<file path="src/rtl/pps_sequencer_if.sv">
// rtl/pps_sequencer_if.sv - control and status bundle between PPS sequencer and its host
interface pps_sequencer_if;
  logic        i_tick_1us;
  logic        i_en;
  logic        i_arm;
  logic        i_sync;
  logic [31:0] i_width_us;
  logic        o_pps;
  logic        o_pps_start;
  logic        o_busy;
  logic        o_cfg_err;
  logic [31:0] o_sec_count;

  modport master (
    output i_tick_1us, i_en, i_arm, i_sync, i_width_us,
    input  o_pps, o_pps_start, o_busy, o_cfg_err, o_sec_count
  );

  modport slave (
    input  i_tick_1us, i_en, i_arm, i_sync, i_width_us,
    output o_pps, o_pps_start, o_busy, o_cfg_err, o_sec_count
  );
endinterface

</file>
<file path="src/rtl/pps_sequencer.sv">
// rtl/pps_sequencer.sv - turns 1 us tick strobes into a programmable-width pulse-per-second
module pps_sequencer #(
  parameter logic [31:0] TICKS_PER_SEC = 32'd1000000,
  parameter logic [31:0] PULSE_US      = 32'd70
) (
  input  logic            i_clk_25MHz,
  input  logic            i_rst,
  pps_sequencer_if.slave  bus
);

  typedef enum logic [1:0] {IDLE, ARMED, RUN} state_t;

  state_t      state, state_n;
  logic [31:0] phase, phase_n;
  logic [31:0] width, width_n;
  logic [31:0] sec_count, sec_count_n;
  logic        pps, pps_n;
  logic        pps_start, pps_start_n;
  logic        busy, busy_n;
  logic        cfg_err, cfg_err_n;
  logic        width_ok;

  assign width_ok = (bus.i_width_us >= 32'd1) && (bus.i_width_us <= TICKS_PER_SEC - 32'd1);

  always_ff @(posedge i_clk_25MHz) begin
    if (i_rst) begin
      state     <= IDLE;
      phase     <= 32'd0;
      width     <= PULSE_US;
      sec_count <= 32'd0;
      pps       <= 1'b0;
      pps_start <= 1'b0;
      busy      <= 1'b0;
      cfg_err   <= 1'b0;
    end else begin
      state     <= state_n;
      phase     <= phase_n;
      width     <= width_n;
      sec_count <= sec_count_n;
      pps       <= pps_n;
      pps_start <= pps_start_n;
      busy      <= busy_n;
      cfg_err   <= cfg_err_n;
    end
  end

  always_comb begin
    state_n     = state;
    phase_n     = phase;
    width_n     = width;
    sec_count_n = sec_count;
    pps_n       = pps;
    pps_start_n = 1'b0;
    cfg_err_n   = cfg_err;

    if (!bus.i_en) begin
      state_n = IDLE;
      pps_n   = 1'b0;
    end else begin
      case (state)
        IDLE: begin
          if (bus.i_arm) begin
            width_n     = width_ok ? bus.i_width_us : PULSE_US;
            cfg_err_n   = !width_ok;
            sec_count_n = 32'd0;
            state_n     = ARMED;
          end
        end
        ARMED, RUN: begin
          // A tick coinciding with sync is dropped so the realigned second starts on the next one.
          if (bus.i_sync) begin
            state_n = ARMED;
            pps_n   = 1'b0;
            phase_n = 32'd0;
          end else if (bus.i_tick_1us) begin
            if (state == ARMED || phase == TICKS_PER_SEC - 32'd1) begin
              state_n     = RUN;
              phase_n     = 32'd0;
              pps_n       = 1'b1;
              pps_start_n = 1'b1;
              sec_count_n = sec_count + 32'd1;
            end else begin
              phase_n = phase + 32'd1;
              pps_n   = (phase + 32'd1) < width;
            end
          end
        end
        default: begin
          state_n = IDLE;
          pps_n   = 1'b0;
        end
      endcase
    end

    busy_n = (state_n != IDLE);
  end

  assign bus.o_pps       = pps;
  assign bus.o_pps_start = pps_start;
  assign bus.o_busy      = busy;
  assign bus.o_cfg_err   = cfg_err;
  assign bus.o_sec_count = sec_count;

endmodule

</file>
<file path="src/flat_wrapper.sv">
// flat-port wrapper written by rule: the top's interface ports become plain ports
module pps_sequencer_flat 
#(
  parameter logic [31:0] TICKS_PER_SEC = 32'd1000000,
  parameter logic [31:0] PULSE_US      = 32'd70
)
  (i_clk_25MHz, i_rst, bus_i_tick_1us, bus_i_en, bus_i_arm, bus_i_sync, bus_i_width_us, bus_o_pps, bus_o_pps_start, bus_o_busy, bus_o_cfg_err, bus_o_sec_count);
  pps_sequencer_if bus_i ();
  input  logic i_clk_25MHz;
  input  logic i_rst;
  input wire logic [$bits(bus_i.i_tick_1us)-1:0] bus_i_tick_1us;
  input wire logic [$bits(bus_i.i_en)-1:0] bus_i_en;
  input wire logic [$bits(bus_i.i_arm)-1:0] bus_i_arm;
  input wire logic [$bits(bus_i.i_sync)-1:0] bus_i_sync;
  input wire logic [$bits(bus_i.i_width_us)-1:0] bus_i_width_us;
  output wire logic [$bits(bus_i.o_pps)-1:0] bus_o_pps;
  output wire logic [$bits(bus_i.o_pps_start)-1:0] bus_o_pps_start;
  output wire logic [$bits(bus_i.o_busy)-1:0] bus_o_busy;
  output wire logic [$bits(bus_i.o_cfg_err)-1:0] bus_o_cfg_err;
  output wire logic [$bits(bus_i.o_sec_count)-1:0] bus_o_sec_count;
  assign bus_i.i_tick_1us = bus_i_tick_1us;
  assign bus_i.i_en = bus_i_en;
  assign bus_i.i_arm = bus_i_arm;
  assign bus_i.i_sync = bus_i_sync;
  assign bus_i.i_width_us = bus_i_width_us;
  assign bus_o_pps = bus_i.o_pps;
  assign bus_o_pps_start = bus_i.o_pps_start;
  assign bus_o_busy = bus_i.o_busy;
  assign bus_o_cfg_err = bus_i.o_cfg_err;
  assign bus_o_sec_count = bus_i.o_sec_count;
  pps_sequencer #(.TICKS_PER_SEC(TICKS_PER_SEC), .PULSE_US(PULSE_US)) u_core (.i_clk_25MHz(i_clk_25MHz), .i_rst(i_rst), .bus(bus_i));
endmodule
</file>
<file path="config.mk">
export PLATFORM = sky130hd
export DESIGN_NAME = pps_sequencer_flat
export DESIGN_NICKNAME = d
export VERILOG_FILES = /design/src/rtl/pps_sequencer_if.sv /design/src/rtl/pps_sequencer.sv /design/src/flat_wrapper.sv
export SDC_FILE = /design/constraint.sdc
export NUM_CORES = 1
export LEC_CHECK = 0
export CORE_MARGIN = 2
export CORE_UTILIZATION = 45
export DETAILED_ROUTE_END_ITERATION = 10
export PLACE_DENSITY = 0.71
export SLEW_MARGIN = 25
export SYNTH_ARGS = -nofsm -noshare
export SYNTH_HDL_FRONTEND = slang
export SYNTH_SLANG_ARGS = --single-unit
export TNS_END_PERCENT = 1
</file>
<file path="constraint.sdc">
create_clock -name i_clk_25MHz -period 3.7 [get_ports i_clk_25MHz]
set_input_delay 0.37 -clock i_clk_25MHz [delete_from_list [all_inputs] [get_ports i_clk_25MHz]]
set_output_delay 0.37 -clock i_clk_25MHz [all_outputs]
set_load 0.03 [all_outputs]
</file>
==> qor.yml <==
asyncSetResetFlopFracSynth_pct: 0
core-area_um2: 13100
final_period_minus_worst_setup_slack_ps: 3440
grt_pass1_wl_mm: 25.7
postSynthCellCount: 747
footprint_of_the_multi_input_gates_um2: 3650
placement_rows: 42
htree_num_levels: 3
detail_route.vias_per_cell: 5.94
netlist_top_cells_area: "sky130_fd_sc_hd__dfxtp_1, sky130_fd_sc_hd__ha_1, sky130_fd_sc_hd__a21oi_1"
critPathMaxStageDelay_ps: 560
synthDominantAreaCellType: "sky130_fd_sc_hd__dfxtp_1"
critPathKind: "flop to flop"
design.die.area_um2: 14300
cts.repair_timing.setup_buffer_count: 0
finalCritPeriodShare_pct: 93.0
synth_most_common_cell: "sky130_fd_sc_hd__dfxtp_1"
clk_path_buf_depth: 2
area_growth_syn_to_layout_pct: 18.6
post_drt_wl_per_cell_um: 16.0
fin_setup_tns_ps: 0
die_x_um: 120
worst_ep_required_time_ps: 3920
synthesized_nets: 821
maxSlewViolCount: 0
register_area_um2: 2040
cts_repair_resize_count: 0
crit_chain: "ha_1, nand3_2, nor2_1, buf_4, nand4_1, xnor2_1, ha_1, nand4_1, or4_1, or4_1, o211ai_1, o21ai_0"
critical_path.startpoint_type: "flop"
largest_net_degree_at_the_start_of_global_routing: 55
final-hold-violation-count: 0
synth-edff-count: 0
drt_pre_antenna_iters: 7
hpwlAfterDp_mm: 11.4
ctsHoldBuffers: 0
drv.max_cap_violation_count: 0
initial_utilization_pct: 45.8
synth_top_cells_by_count: "sky130_fd_sc_hd__dfxtp_1, sky130_fd_sc_hd__a21oi_1, sky130_fd_sc_hd__nor2_1"
synth_warnings: 0
avgSynthCellArea_um2: 8.06
antennaDiodeCount: 0
maxClockFrequency_mhz: 291
seq_area_frac_synth_pct: 33.9
rel_slew_slack_pct: 49.8
count_of_pins_on_the_block_boundary: 74
worst_min_path_class: "flop to flop"
overall_fraction_of_global_route_tracks_in_use_pct: 22.0
cts-buffers-inserted: 9
cp_data_arrival_time_ps: 3660
finalWeightedCongestion: 0.879
crit_path_end_kind: "flop"
power.density_cell_area_nw_per_um2: 312
number_of_filler_instances_in_the_final_layout: 1220
die-height_um: 120
yosys_register_bits: 102
tritoncts_sink_count: 102
first_global_vias: 5313
ys_types: 53
vdd.ir_drop.worst_uv: 266
drt.antenna.violating_nets: 0
tritoncts_clock_tree: "done"
route.vias.total: 5806
layout.core_utilization_pct: 54.3
clock_tree.root_cell: "sky130_fd_sc_hd__clkbuf_16"
clk_pin_slew_worst_paths_ps: 70
run_status: "complete, no violations"
drcViolationCount: 0
yosysTopAreaCellShare_pct: 33.9
power.leakage_nw: 2.48
syn-cell-area_um2: 6020
synth-main-ff-cell: "sky130_fd_sc_hd__dfxtp_1"
setup_repair_after_global_routing_missed_its_margin: "false"
tightest_slew_ps: 754
place.port_buffers: 73
critPathMaxFanout: 11
antenna_found_initial: 0
finalSetupViolations: 0
initialDrtViolationCount: 443
layout-drive-gt1-share_pct: 4.87
grt_overflow: 0
timing.critical_path.slowest_stage_cell: "sky130_fd_sc_hd__or4_1"
final_skew_ps: 14.9
nNetsFinal: 870
drt_wl_total_mm: 15.7
clock_latency_ps: 350
[routing by layer]
layer / vias to the layer above / global-route usage, % / part of all wire, %
met5: - / 0 / 0
met4: 0 / 6.10 / 1.6
met3: 25 / 5.89 / 6.4
met2: 162 / 36.8 / 47
met1: 2732 / 27.9 / 45
li1: 2887 / - / -
[placed cells by master (no fill, tap or decap), types with 3 or more instances in the layout]
cell / n
sky130_fd_sc_hd__ha_1: 36
sky130_fd_sc_hd__clkbuf_1: 3
sky130_fd_sc_hd__or2_2: 6
sky130_fd_sc_hd__o31ai_1: 17
sky130_fd_sc_hd__a21oi_1: 74
sky130_fd_sc_hd__nand2_1: 37
sky130_fd_sc_hd__xor2_1: 9
sky130_fd_sc_hd__nand3b_1: 12
sky130_fd_sc_hd__or3_1: 10
sky130_fd_sc_hd__and3_1: 10
sky130_fd_sc_hd__buf_4: 11
sky130_fd_sc_hd__nor2b_1: 6
sky130_fd_sc_hd__o2111ai_1: 4
sky130_fd_sc_hd__and4_1: 12
sky130_fd_sc_hd__clkbuf_16: 9
sky130_fd_sc_hd__nand2b_1: 6
sky130_fd_sc_hd__xnor2_1: 20
sky130_fd_sc_hd__nand3_1: 35
sky130_fd_sc_hd__inv_1: 36
sky130_fd_sc_hd__and2_1: 6
sky130_fd_sc_hd__clkdlybuf4s50_1: 73
sky130_fd_sc_hd__nor2_1: 49
sky130_fd_sc_hd__a32o_1: 10
sky130_fd_sc_hd__o211ai_1: 4
sky130_fd_sc_hd__mux2i_1: 12
sky130_fd_sc_hd__a32oi_1: 4
sky130_fd_sc_hd__o21ai_0: 24
sky130_fd_sc_hd__a31oi_1: 25
sky130_fd_sc_hd__nor4_1: 12
sky130_fd_sc_hd__or4_1: 19
sky130_fd_sc_hd__nand4_1: 35
sky130_fd_sc_hd__nor3_1: 43
sky130_fd_sc_hd__dfxtp_1: 102
[state kept, by name, indices dropped and copies added (netlist names)]
signal / count
u_core.phase: 32
u_core.bus.o_pps_start: 1
u_core.bus.o_sec_count: 32
u_core.state: 2
u_core.bus.o_busy: 1
u_core.bus.o_pps: 1
u_core.bus.o_cfg_err: 1
u_core.width: 32
[critical path, delay by kind of cell (launching register included)]
| kind | cells | cell delay, ps |
|---|---|---|
| AO/OA/AOI/OAI | 2 | 270 |
| XOR/XNOR | 1 | 190 |
| adder cells (fa/ha/maj) | 2 | 600 |
| buffers and inverters | 1 | 190 |
| flip-flops | 1 | 450 |
| AND/OR/NAND/NOR | 6 | 1610 |
[cell type report]
cell class | count | area share (%)
Clock buffer | 13 | 3.51
Clock inverter | 3 | 0.263
Tap cell | 176 | 3.09
Multi-Input combinational cell | 562 | 51.2
Timing Repair Buffer | 84 | 11.4
Inverter | 37 | 1.95
Sequential cell | 102 | 28.6
[final timing paths]
kind         slack (ps)                    to                 start  cells past startpoint
min reg2reg         460  u_core.bus.o_cfg_err  u_core.bus.o_cfg_err                      2
min                 460  u_core.bus.o_cfg_err  u_core.bus.o_cfg_err                      2
max                 260      u_core.bus.o_pps       u_core.phase[0]                     12
max reg2reg         260      u_core.bus.o_pps       u_core.phase[0]                     12
[kinds of logic after synthesis]
kind of cell               share of synthesized area, %
and+or+nand+nor                                    28.4
AOI/OAI and AO/OA                                  18.4
DFF                                                33.9
buffers and inverters                              5.57
adders and majority gates                          7.48
xor gates and xnor gates                           4.22
muxes                                              2.00
[report_power, final]
group          internal [mW]  total [mW]  switching, mW
logic                 0.0878       0.225          0.138
clock network          0.476       0.882          0.406
registers               1.11        1.12        0.00540
total                   1.68        2.23          0.549
[metrics by stage]
step	hold slack [ps]	worst slack [ps]	instances	area, µm²	total power, mW
after CTS	464	292	977	7140	2.25
after detailed placement	455	316	961	6870	1.37
after floorplan	470	478	747	6020	1.28
final	458	260	977	7140	2.23
after global routing	476	36.6	977	7140	2.33
after global placement	457	472	961	6870	1.36
(Power assumes the default switching activity.)
==> patch 1, RTL diff (config.mk and constraints unchanged) <==
Re-encode `state_t` (3 states) as one-hot, 3 bits wide.
--- a/src/rtl/pps_sequencer.sv
+++ b/src/rtl/pps_sequencer.sv
@@ -8,7 +8,7 @@
   pps_sequencer_if.slave  bus
 );
 
-  typedef enum logic [1:0] {IDLE, ARMED, RUN} state_t;
+  typedef enum logic [2:0] {IDLE = 3'b001, ARMED = 3'b010, RUN = 3'b100} state_t;
 
   state_t      state, state_n;
   logic [31:0] phase, phase_n;
Function: same outputs for any inputs over 4 cycles, from zero or initial values and one cycle with i_rst high; so few cycles prove little.
==> patch 1 against the unedited design <==
  * Sequential cell count is 1 higher
  * Setup slack got worse by 0.00059 ns
  * Power is 0.31% lower
  * Clock skew shrank 0.0082 ns
  * Routed wire length decreased by 4.6%
  * Fmax is essentially flat
  * Synthesized area shrank 3.0%
  * Design area down 1.2%
  * First-iteration DRC count is 6.1% lower
  * Critical path type unchanged
  * Largest cell class unchanged
  * Largest power group unchanged
  * Highest routed layer unchanged
==> patch 1: results (changes against the unedited design) <==
| Metric | Value |
|---|---|
| Clock Latency Late Sink | 0.35 ns (about the same) |
| First-pass GRT wire length | 24.93 mm (-3.0%) |
| Worst slew pin tran | 0.8870 ns (+0.1335 ns) |
| Arrival time worst endpoint | 3.67 ns (about the same) |
| Drt first pass iters | 5 (-2) |
| Routed vias/inst | 5.726 (-3.6%) |
| Met3 usage | 0.03924 (-0.01969) |
| Leak pwr | 2.535 nW (+2.1%) |
| Netlist cell types | 56 (+5.7%) |
| Fin Clk Skew | 0.006723 ns (-0.008186 ns) |
| Synth Area in Compound Gates | 0.1746 (-0.009399) |
| Cell family with most CP delay | simple AND/OR/NAND/NOR gates |
| Asr flop ratio synth | 0 (unchanged) |
| CTS Buf Count | 9 (unchanged) |
| Sequential cell area share | 0.2923 (+0.006187) |
| Layout cells sized above 1 | 0.05890 (+0.01021) |
| VDD IR max | 0.0003017 V (+13%) |
| Seq cells | 103 (+0.98%) |
| Post-Synth Adder-Cell Area | 0.07069 (-0.004150) |
| Vias in the first global route | 5238 (-1.4%) |
| Gr usage total | 0.2167 (-0.002973) |
| CP max stage delay | 0.53 ns (-0.03 ns) |
| Layout Nets | 881 (+1.3%) |
| Sequential-to-total area share from yosys stat | 0.3530 (+0.01375) |
| Critical path fanouts, max | 8 (-3) |
| Status | complete, no violations |
| Largest net degree at the start of global routing | 39 (-29%) |
| Multiplexer share of the synthesized area | 0.008569 (-0.01139) |
| Syn nets | 815 (-0.73%) |
| Area of the multi-input gates | 3485 um2 (-4.6%) |
| Inverters | 47 (+27%) |
| Number of signal-net buffers in the layout | 88 (+4.8%) |
| M2 GR Usage | 0.3514 (-0.01648) |
| Comb_multi_in | 561 (-0.18%) |
| WL final | 14.96 mm (-4.6%) |
| Initial drt markers | 416 (-6.1%) |
| Synth top area cells | dfxtp_1 (35%), nand2_1 (7.6%), ha_1 (7.1%) |
| Routability cong. | 0.9450 (+7.5%) |
| NonClk Buf Share | 0.1195 (+0.005591) |
| Met1 usage | 0.2878 (+0.009090) |
| DP Wirelength | 11.20 mm (-2.0%) |
| Clock-cell share of area | 0.03867 (+0.0009733) |
| Fill count | 1202 (-1.5%) |
| Commonest cells post-synth | nand2_1 (118), dfxtp_1 (103), a21oi_1 (79) |
| Post-Synth XOR/XNOR Area | 0.05099 (+0.008782) |
-- patch 1: where the power goes --
| part | switching [mW] | internal, mW | total [mW] |
|---|---|---|---|
| combinational | 0.112 | 0.0830 | 0.195 |
| clock | 0.430 | 0.457 | 0.888 |
| sequential | 0.0115 | 1.13 | 1.14 |
| total | 0.554 | 1.67 | 2.22 |
-- patch 1: stage by stage --
step	utilization	setup WS [ns]	hold WS [ns]	area, um2	instances
final	0.5567	0.2596	0.4551	7054	987
after global routing	0.5567	0.01946	0.4828	7054	987
after CTS	0.5551	0.1737	0.4581	7033	987
after detailed placement	0.5335	0.2024	0.4486	6760	971
after global placement	0.5335	0.3831	0.4464	6760	971
after floorplan	-	0.5561	0.4363	5841	744
-- patch 1: path summary, 6_finish.rpt --
path                                      start          endpoint  slack, ns  cells after the start
worst max register to register  u_core.phase[2]  u_core.bus.o_pps       0.26                     13
worst min-delay path            u_core.width[3]   u_core.width[3]       0.46                      2
worst max-delay path            u_core.phase[2]  u_core.bus.o_pps       0.26                     13
worst min register to register  u_core.width[3]   u_core.width[3]       0.46                      2
-- patch 1: metal layers --
| layer | routed length, um | up-vias |
|---|---|---|
| li1 | - | 2811 |
| met1 | 7038 | 2654 |
| met2 | 6881 | 163 |
| met3 | 715 | 24 |
| met4 | 320 | 0 |
| met5 | 0 | - |
-- patch 1: kinds of logic (layout without fill, tap and decap cells) --
family                   count (synthesis)  after routing
AND/OR/NAND/NOR                        319            319
AO/OA/AOI/OAI                          170            170
flip-flops                             103            103
buffers and inverters                   80            151
XOR/XNOR                                34             34
adder cells (fa/ha/maj)                 33             33
multiplexers                             5              5
-- patch 1: tightest hold or removal path, delay by kind of cell (launching register included) --
| kind | cells | cell delay, ns |
|---|---|---|
| flops | 1 | 0.31 |
| simple gates | 1 | 0.05 |
| compound gates | 1 | 0.05 |
==> patch 2, RTL diff (same flow settings) <==
Without the edit above. `PULSE_US` is set to 32'd70 in 2 places; all go to 32'd35.
--- a/src/rtl/pps_sequencer.sv
+++ b/src/rtl/pps_sequencer.sv
@@ -1,7 +1,7 @@
 // rtl/pps_sequencer.sv - turns 1 us tick strobes into a programmable-width pulse-per-second
 module pps_sequencer #(
   parameter logic [31:0] TICKS_PER_SEC = 32'd1000000,
-  parameter logic [31:0] PULSE_US      = 32'd70
+  parameter logic [31:0] PULSE_US      = 32'd35
 ) (
   input  logic            i_clk_25MHz,
   input  logic            i_rst,
--- a/src/flat_wrapper.sv
+++ b/src/flat_wrapper.sv
@@ -2,7 +2,7 @@
 module pps_sequencer_flat 
 #(
   parameter logic [31:0] TICKS_PER_SEC = 32'd1000000,
-  parameter logic [31:0] PULSE_US      = 32'd70
+  parameter logic [31:0] PULSE_US      = 32'd35
 )
   (i_clk_25MHz, i_rst, bus_i_tick_1us, bus_i_en, bus_i_arm, bus_i_sync, bus_i_width_us, bus_o_pps, bus_o_pps_start, bus_o_busy, bus_o_cfg_err, bus_o_sec_count);
   pps_sequencer_if bus_i ();
Check against the original RTL: no difference found for any inputs over 4 cycles, from zero or initial values and one cycle with i_rst high; that may be too few to reach the edited logic, so the function may still have changed.
==> patch 2 against the unedited design <==
  * Power increased by 11%
  * Synthesized area stayed put
  * Via count increased by 1.9%
  * First-iteration DRC count is 12% higher
  * Setup slack got worse by 0.041 ns
  * Sequential cell count is the same
  * Highest routed layer unchanged
  * Sequential power about the same
  * Combinational power is 2% higher
  * Design area grew 1.3%
  * Critical path depth unchanged
  * Routed wire length rose by 3.7%
  * Clock power grew 27%
  * Largest power group unchanged
==> patch 2: results (changes against the unedited design) <==
| Metric | Value |
|---|---|
| Placed Cells | 963 (+0.21%) |
| Clock-cell share of area | 0.04933 (+0.01163) |
| Layout Nets | 872 (+0.23%) |
| Layout cells sized above 1 | 0.05479 (+0.006105) |
| Yosys warns | 0 (unchanged) |
| Hold-fix buffers at CTS | 0 (unchanged) |
| Num rows | 42 (unchanged) |
| Fill count | 1234 (+1.1%) |
| Synth top area cells | dfxtp_1 (34%), ha_1 (7.5%), a21oi_1 (6.2%) |
| Leak pwr | 2.516 nW (+1.3%) |
| NonClk Buf Share | 0.1125 (-0.001459) |
| Commonest cells post-synth | dfxtp_1 (102), a21oi_1 (75), nor2_1 (50) |
| Slew HR | 0.4848 (-0.01284) |
| Clock Latency Late Sink | 0.36 ns |
| Slew Viols, Final | 0 (unchanged) |
| First-pass GRT wire length | 26.64 mm (+3.6%) |
| Port Buffers | 73 (unchanged) |
| Gr usage total | 0.2285 (+0.008794) |
| Number of signal-net buffers in the layout | 84 (unchanged) |
| Multi-input gate share of total cell area | 0.5061 (-0.005863) |
| Comb_multi_in | 564 (+0.36%) |
| Status | complete, no violations |
| Vias | 5918 (+1.9%) |
| CLK BUF | 11 (-2) |
| Routability cong. | 0.8604 (-2.1%) |
| Routed wire per std cell | 16.60 um (+3.4%) |
| Syn nets | 823 (+0.24%) |
| Placement-stage cell area | 6868 um2 (unchanged) |
| Fin Clk Skew | 0.01033 ns (-0.004584 ns) |
| Drt first pass iters | 5 (-2) |
| Sequential-to-total area share from yosys stat | 0.3393 (unchanged) |
| Initial drt markers | 494 (+12%) |
| Vias in the first global route | 5550 (+4.5%) |
| Core Util, Final | 0.5503 (+0.007048) |
| Setup WS pre-CTS | 0.3025 ns (-0.01307 ns) |
| Routed vias/inst | 6.045 (+1.7%) |
| DP Wirelength | 11.57 mm (+1.3%) |
| Netlist cell types | 54 (+1.9%) |
| VDD IR max | 0.0002035 V (-24%) |
| Post-Synthesis Cells | 749 (+0.27%) |
==> patch 2: logic make-up (layout without fill, tap and decap cells) <==
| logic type | after synthesis | in the layout | synth area share |
|---|---|---|---|
| AOI/OAI and AO/OA | 177 | 177 | 0.1834 |
| xor gates and xnor gates | 29 | 29 | 0.04220 |
| adders and majority gates | 36 | 36 | 0.07484 |
| buffers and inverters | 83 | 137 | 0.05571 |
| DFF | 102 | 102 | 0.3393 |
| muxes | 11 | 11 | 0.01830 |
| and+or+nand+nor | 311 | 311 | 0.2863 |
==> patch 2: power by group <==
group	leakage, nW	internal, mW	switching [mW]
combinational	1.51	0.0883	0.141
clock	0.176	0.699	0.425
sequential	0.825	1.11	0.00540
==> patch 2: critical path, stage by stage (launching register included) <==
cell      delay [ns]
dfxtp_1         0.45
ha_2            0.27
nand3_2         0.17
nor2_1          0.14
buf_4           0.19
nand4_1         0.17
xnor2_1         0.18
ha_1            0.32
nand4_1         0.18
or4_1           0.58
or4_1           0.43
o211ai_1        0.17
o21ai_0         0.11
==> patch 2: worst paths after layout <==
| kind | from | to | slack [ns] | cells after the start |
|---|---|---|---|---|
| setup reg to reg | u_core.phase[0] | u_core.bus.o_pps | 0.22 | 12 |
| hold reg to reg | u_core.bus.o_cfg_err | u_core.bus.o_cfg_err | 0.46 | 2 |
| setup / recovery | u_core.phase[0] | u_core.bus.o_pps | 0.22 | 12 |
| hold / removal | u_core.bus.o_cfg_err | u_core.bus.o_cfg_err | 0.46 | 2 |
==> patch 2: routing by layer <==
metal | global-route usage | share of wire | up-vias
met5 | 0 | 0 | -
met3 | 0.03517 | 0.047 | 35
met2 | 0.3904 | 0.49 | 171
met1 | 0.2868 | 0.44 | 2806
met4 | 0.09559 | 0.027 | 0
li1 | - | - | 2906
